### src/rtl/seg_pkg.sv
// Shared constants for the seven-segment scanner: hex glyph table, blank byte,
// digit count and scan state encoding.
package seg_pkg;

  localparam int DIGITS = 8;

  localparam logic [7:0] SEG_OFF_AH = 8'h00;

  // Active-high {dp, g, f, e, d, c, b, a}, indexed by nibble value.
  localparam logic [15:0][7:0] SEG_LUT = {
    8'h71, 8'h79, 8'h5E, 8'h39, 8'h7C, 8'h77, 8'h6F, 8'h7F,
    8'h07, 8'h7D, 8'h6D, 8'h66, 8'h4F, 8'h5B, 8'h06, 8'h3F
  };

  typedef enum logic {
    IDLE = 1'b0,
    SCAN = 1'b1
  } scan_state_e;

endpackage

### src/rtl/hex_to_seg7.sv
// Combinational hex-to-seven-segment decoder; active-high segment byte,
// forced to the blank byte when blank is set.
module hex_to_seg7
  import seg_pkg::*;
(
  input  logic [3:0] nibble,
  input  logic       dp,
  input  logic       blank,
  output logic [7:0] seg_ah
);

  always_comb begin
    seg_ah = SEG_OFF_AH;
    if (!blank) begin
      seg_ah = SEG_LUT[nibble] | {dp, 7'b0};
    end
  end

endmodule

### src/rtl/seg_scan_ctrl.sv
// Eight-digit seven-segment scanner: tear-free shadow/pending display set,
// leading-zero suppression and a registered {sel, seg} word for the 74HC595 driver.
module seg_scan_ctrl
  import seg_pkg::*;
#(
  parameter int unsigned SCAN_DIV       = 50000,
  parameter bit          SEG_ACTIVE_LOW = 1'b1,
  parameter bit          SEL_ACTIVE_LOW = 1'b1
) (
  input  logic        clk_50mhz,
  input  logic        rst_n,
  input  logic        en,
  input  logic [31:0] disp_data,
  input  logic [7:0]  dp_mask,
  input  logic [7:0]  digit_en,
  input  logic        lz_en,
  input  logic        load,
  output logic [15:0] data,
  output logic        drv_en,
  output logic        frame_start
);

  localparam int DIV_W = (SCAN_DIV > 1) ? $clog2(SCAN_DIV) : 1;
  localparam logic [DIV_W-1:0] DIV_LAST = DIV_W'(SCAN_DIV - 1);
  localparam logic [7:0]  SEL_OFF  = SEL_ACTIVE_LOW ? 8'hFF : 8'h00;
  localparam logic [7:0]  SEG_OFF  = SEG_ACTIVE_LOW ? ~SEG_OFF_AH : SEG_OFF_AH;
  localparam logic [15:0] OFF_WORD = {SEL_OFF, SEG_OFF};

  scan_state_e      state_q, state_d;
  logic [DIV_W-1:0] div_q, div_d;
  logic [2:0]       idx_q, idx_d;
  logic [15:0]      data_q, data_d;
  logic             drv_en_q, drv_en_d;
  logic             frame_start_q, frame_start_d;
  logic             pend_q, pend_d;
  logic [31:0]      pnd_data_q, pnd_data_d, shd_data_q, shd_data_d;
  logic [7:0]       pnd_dp_q, pnd_dp_d, shd_dp_q, shd_dp_d;
  logic [7:0]       pnd_den_q, pnd_den_d, shd_den_q, shd_den_d;
  logic             pnd_lz_q, pnd_lz_d, shd_lz_q, shd_lz_d;

  logic [DIGITS-1:0] lz_blank;
  logic [3:0]        cur_nib;
  logic              cur_dp;
  logic              cur_blank;
  logic [7:0]        seg_ah;
  logic [7:0]        sel_ah;
  logic              scanning;
  logic              wrap;
  logic              commit_ok;

  // Suppression chain runs from the top digit down and stops at the first
  // non-zero nibble or lit decimal point; digit 0 always shows.
  always_comb begin
    lz_blank = '0;
    lz_blank[DIGITS-1] = shd_lz_q && (shd_data_q[31:28] == 4'h0) && !shd_dp_q[DIGITS-1];
    for (int i = DIGITS - 2; i >= 1; i--) begin
      lz_blank[i] = lz_blank[i+1] && (shd_data_q[i*4 +: 4] == 4'h0) && !shd_dp_q[i];
    end
  end

  always_comb begin
    cur_nib   = shd_data_q[{idx_q, 2'b00} +: 4];
    cur_dp    = shd_dp_q[idx_q];
    cur_blank = lz_blank[idx_q] || !shd_den_q[idx_q];
    sel_ah    = 8'h01 << idx_q;
  end

  hex_to_seg7 u_dec (
    .nibble (cur_nib),
    .dp     (cur_dp),
    .blank  (cur_blank),
    .seg_ah (seg_ah)
  );

  always_comb begin
    state_d       = state_q;
    div_d         = div_q;
    idx_d         = idx_q;
    data_d        = data_q;
    pend_d        = pend_q;
    pnd_data_d    = pnd_data_q;
    pnd_dp_d      = pnd_dp_q;
    pnd_den_d     = pnd_den_q;
    pnd_lz_d      = pnd_lz_q;
    shd_data_d    = shd_data_q;
    shd_dp_d      = shd_dp_q;
    shd_den_d     = shd_den_q;
    shd_lz_d      = shd_lz_q;

    scanning  = (state_q == SCAN) && en;
    wrap      = scanning && (div_q == DIV_LAST) && (idx_q == 3'd7);
    commit_ok = wrap || !en;

    state_d = en ? SCAN : IDLE;
    if (scanning) begin
      if (div_q == DIV_LAST) begin
        div_d = '0;
        idx_d = idx_q + 3'd1;
      end else begin
        div_d = div_q + DIV_W'(1);
      end
    end else begin
      div_d = '0;
      idx_d = '0;
    end

    // A load coinciding with a commit point bypasses the pending set entirely.
    if (load && commit_ok) begin
      shd_data_d = disp_data;
      shd_dp_d   = dp_mask;
      shd_den_d  = digit_en;
      shd_lz_d   = lz_en;
      pend_d     = 1'b0;
    end else if (load) begin
      pnd_data_d = disp_data;
      pnd_dp_d   = dp_mask;
      pnd_den_d  = digit_en;
      pnd_lz_d   = lz_en;
      pend_d     = 1'b1;
    end else if (pend_q && commit_ok) begin
      shd_data_d = pnd_data_q;
      shd_dp_d   = pnd_dp_q;
      shd_den_d  = pnd_den_q;
      shd_lz_d   = pnd_lz_q;
      pend_d     = 1'b0;
    end

    drv_en_d      = en;
    frame_start_d = scanning && (div_q == '0) && (idx_q == 3'd0);
    data_d        = OFF_WORD;
    if (scanning) begin
      data_d = {SEL_ACTIVE_LOW ? ~sel_ah : sel_ah, SEG_ACTIVE_LOW ? ~seg_ah : seg_ah};
    end
  end

  always_ff @(posedge clk_50mhz or negedge rst_n) begin
    if (!rst_n) begin
      state_q       <= IDLE;
      div_q         <= '0;
      idx_q         <= '0;
      data_q        <= OFF_WORD;
      drv_en_q      <= 1'b0;
      frame_start_q <= 1'b0;
      pend_q        <= 1'b0;
      pnd_data_q    <= '0;
      pnd_dp_q      <= '0;
      pnd_den_q     <= 8'hFF;
      pnd_lz_q      <= 1'b0;
      shd_data_q    <= '0;
      shd_dp_q      <= '0;
      shd_den_q     <= 8'hFF;
      shd_lz_q      <= 1'b0;
    end else begin
      state_q       <= state_d;
      div_q         <= div_d;
      idx_q         <= idx_d;
      data_q        <= data_d;
      drv_en_q      <= drv_en_d;
      frame_start_q <= frame_start_d;
      pend_q        <= pend_d;
      pnd_data_q    <= pnd_data_d;
      pnd_dp_q      <= pnd_dp_d;
      pnd_den_q     <= pnd_den_d;
      pnd_lz_q      <= pnd_lz_d;
      shd_data_q    <= shd_data_d;
      shd_dp_q      <= shd_dp_d;
      shd_den_q     <= shd_den_d;
      shd_lz_q      <= shd_lz_d;
    end
  end

  assign data        = data_q;
  assign drv_en      = drv_en_q;
  assign frame_start = frame_start_q;

endmodule

### config.mk
export PLATFORM = sky130hd
export DESIGN_NAME = seg_scan_ctrl
export DESIGN_NICKNAME = d
export VERILOG_FILES = /design/src/rtl/seg_pkg.sv /design/src/rtl/hex_to_seg7.sv /design/src/rtl/seg_scan_ctrl.sv
export SDC_FILE = /design/constraint.sdc
export NUM_CORES = 1
export LEC_CHECK = 0
export ABC_AREA = 1
export CORE_UTILIZATION = 59
export CTS_BUF_LIST = sky130_fd_sc_hd__clkbuf_8
export DETAILED_ROUTE_END_ITERATION = 12
export PLACE_DENSITY_LB_ADDON = 0.08
export SLEW_MARGIN = 20
export SYNTH_ARGS = -nofsm -noshare
export SYNTH_HDL_FRONTEND = slang
export SYNTH_HIERARCHICAL = 1
export SYNTH_SLANG_ARGS = --single-unit
### constraint.sdc
create_clock -name clk_50mhz -period 2.35 [get_ports clk_50mhz]
set_input_delay 0.235 -clock clk_50mhz [delete_from_list [all_inputs] [get_ports clk_50mhz]]
set_output_delay 0.235 -clock clk_50mhz [all_outputs]
set_load 0.02 [all_outputs]
==> summary by stage <==
Critical path
The type of the setup path with the least slack is register to register. STA puts the critical path data required time at 2.73 ns. The worst setup path is captured at a register.

STA classifies the critical path startpoint as a register. The critical path data arrival time is between 2 and 3 ns. The peak fanout along the critical path is 24.

Route
The routed wire length per instance is 13.9 um. The antenna violation net count after detailed routing is 0. For this block, the routed nets add up to 16,100 um of wire. For this run, the detailed router's first-pass iteration total came to 5.

Dividing the detail-routed via count by the number of cells gives 5.31. The number of vias after detailed routing is roughly 6,100. For this run, design rule violations remaining after detail routing come to 0. The detailed router finished its first iteration with roughly 540 violations.

Synth
The number of library cell types mapped by synthesis is 31. By count the netlist is led by nand2_1, nor2_1, dfrtp_1. The average instance in the mapped netlist occupies 7.42 um2. The area of the mapped netlist is ~6900 um2. The area fraction in compound gates after synthesis is 0.0976. For this run, the leading register cell type out of synthesis is dfrtp_1. The parity-gate share of the synthesized area counting xor and xnor cells is 0.00127. The number of enable flip-flop cells after synthesis is 0.

Of the total synthesized cell area, the portion taken by AND, OR, NAND and NOR gates is 0.291. The adder-cell share of the synthesized area is 0.0253. Ranked by total cell area, the synthesized netlist is headed by dfrtp_1, nand2_1, dfstp_2, nor2_1, a21oi_1. Of the post-synthesis cell area, the part taken by muxes is 0. In the synthesized netlist the async set-or-reset flop fraction comes to 1.00. The synthesized design spends more area on one cell type than any other, namely dfrtp_1. When the netlist entered floorplanning its net count stood at 998. Synthesis produced 931 cells. The sequential area share after synthesis is 0.498. The number of register bits inferred by synthesis is 136. The combinational family with the most area after synthesis is simple AND/OR/NAND/NOR gates. The number of warnings printed during yosys synthesis is 6. Of the post-synthesis cell area, the dominant cell type holds 0.377. In the post-synthesis netlist, the cell with the most instances is nand2_1.

Timing
The final worst clock skew is 0.0121 ns. The share of the clock period used by the worst path after layout is 0.934. Headroom to the max-slew limit came out at 0.477.

The number of endpoints with negative hold slack in the final report is 0. The final number of max-transition violations is 0. For the final routed database, the setup TNS stands at 0 ns. Setup repair after global routing left no endpoint under its margin. The actual slew at the worst max-slew pin is 0.785 ns. The maximum clock rate is 0.456 GHz. The clock period minus worst slack is 2.20 ns. The number of failing setup endpoints in the final timing report is 0.

Cells and area
The final standard cell count with taps included and fillers excluded is 1,154. In the final layout, the share of cells above drive strength 1 is 0.0950. Compared with the post-synthesis result, the final layout area differs by 19.3%.

The filler cells instantiated in the layout total 907. 0 antenna diodes ended up in the layout. The cell area after layout is ~8200 um2. The final net count is ~1,100.

Clock tree
CTS saw 136 sinks. TritonCTS built the clock tree. The H-tree depth is 4. The largest buffer count on any clock path is 2. In this run the clock root is driven by a clkbuf_8. The total CTS buffers is 17. The post-CTS repair timing setup buffer count is 0. At the later pin of the worst-skew pair, clock insertion delay measures between 0.4 and 0.5 ns. The clock input transition at the sequential cells of the worst setup and hold paths is approximately 0.08 ns.

Floorplan
The width of the die is about 110 um. The starting density of the core is 0.605. 71 I/O pins were placed. The die covers approximately 12,000 um2. The floorplan core area is ~11,000 um2. The floorplan step set the die height to 110 um. The floorplan row count is 39.

Power
Summed over all nets, the switching power comes to 1.76 mW. The internal cell power is 4.35 mW. Of the total power, the clock network draws 0.356. The total power is 6.11 mW.

Power spread over the standard cell area amounts to 742 nW/um2. The share of total power dissipated in sequential elements is 0.457. The maximum ir drop on the vdd rail is 0.000728 V.

The share of total power dissipated in combinational logic is 0.187. The leakage component of the power is 4.17 nW. The switching power as a share of total power is 0.288.

Global route
The initial antenna violation count was 0. The via count of the first global-routing pass was roughly 5,600. Summed over all layers, the global routing overflow is 0.

The global-route wire length before repair is 26,000 um. Entering global routing, the biggest net connects around 140 pins. The total global-route track usage is 0.281.

Placed design
The HPWL after detailed placement is 10,200 um. At the end of routability-driven placement, the weighted congestion stood at 0.921. The placed cell area is 7740 um2. The count of input and output buffers is 70.

Including well taps, the total number of placed cells is 1,120.

Worst hold path
In this run the worst hold path is classified as input pin to async pin.

Job
The number of max-cap violations is 0.

Outcome
The flow ran to the end, and the final reports show no timing, DRC or antenna violations.
-- final timing paths --
path,endpoint,slack [ns],from,cells past startpoint
max in group asynchronous,frame_start,1.34,rst_n,3
min in group clk_50mhz,pnd_den_q[6],0.35,digit_en[6],3
worst min-delay path,div_q[5],0.35,rst_n,3
worst max-delay path,data[3],0.15,idx_q[0],12
worst max register to register,data[3],0.15,idx_q[0],12
worst min register to register,shd_den_q[0],0.47,shd_den_q[0],2
-- placed cells by master, fill, tap and decap left out, drive strengths merged --
cell type,count
buf,19
dlygate4sd3,1
nor4,3
bufinv,4
nor3,7
clkdlybuf4s50,69
nor2,209
clkinvlp,1
nand3,23
inv,94
nand2,264
clkinv,8
a31oi,5
ha,14
xor2,1
o211a,1
a21oi,76
dfrtp,104
clkbuf,22
o21ai,45
o31ai,1
nand4,5
o22ai,2
dfstp,32
nand3b,1
-- timing repair --
action	CTS	global route
resized for setup	0	6
hold buffers	1	0
hold endpoints to repair	104	0
setup endpoints to repair	0	48
-- power by group through the flow --
stage	sequential, mW	clock (mW)	combinational (mW)
after floorplan	2.80	0	0.728
after detailed placement	2.83	0	1.11
after global placement	2.83	0	1.07
final	2.79	2.18	1.14
after global routing	2.82	2.31	1.30
after CTS	2.79	2.20	1.13
-- logic make-up after synthesis --
group                    Yosys count
XOR/XNOR                           1
adder cells (fa/ha/maj)           14
AND/OR/NAND/NOR                  512
buffers and inverters            138
AO/OA/AOI/OAI                    130
flip-flops                       136
-- registers in the layout (all words and copies together), names as in the netlist --
register,count
drv_en,1
pnd_data_q,32
pnd_den_q,8
shd_dp_q,8
pnd_lz_q,1
idx_q,3
pend_q,1
div_q,16
frame_start,1
shd_data_q,32
data,16
shd_lz_q,1
shd_den_q,8
pnd_dp_q,8
-- routing by layer --
metal	up-vias	GRT usage	share of wire
met2	202	0.464	0.48
li1	3019	-	-
met4	0	0.101	0.018
met5	-	0	0
met3	25	0.0647	0.055
met1	2884	0.363	0.45
-- worst max-delay path, stage by stage, from the launching register on --
cell,delay [ns]
dfrtp_1,0.39
inv_1,0.08
buf_4,0.24
nor2_1,0.07
o22ai_1,0.18
nor2_1,0.06
a31oi_1,0.26
inv_1,0.14
ha_1,0.32
nand3b_1,0.15
nand3_1,0.09
nor2_1,0.10
nand2_1,0.06
-- layout make-up --
| type | instances | area, um2 | area share |
|---|---|---|---|
| Sequential cell | 136 | 3440 | 0.418 |
| Inverter | 96 | 368 | 0.0446 |
| Tap cell | 143 | 179 | 0.0217 |
| Multi-Input combinational cell | 657 | 2880 | 0.349 |
| Clock inverter | 11 | 171 | 0.0208 |
| Clock buffer | 21 | 289 | 0.0351 |
| Timing Repair Buffer | 90 | 917 | 0.111 |
-- stage by stage --
step / hold slack, ns / worst slack (ns) / utilization
floorplan: -0.0606 / 0.171 / -
global placement: 0.404 / 0.218 / 0.678
detailed placement: 0.411 / 0.0676 / 0.678
CTS: 0.334 / 0.0688 / 0.719
global route: 0.366 / 0.0117 / 0.722
finish: 0.350 / 0.155 / 0.722
No activity file was read; power rests on OpenSTA's default activity.
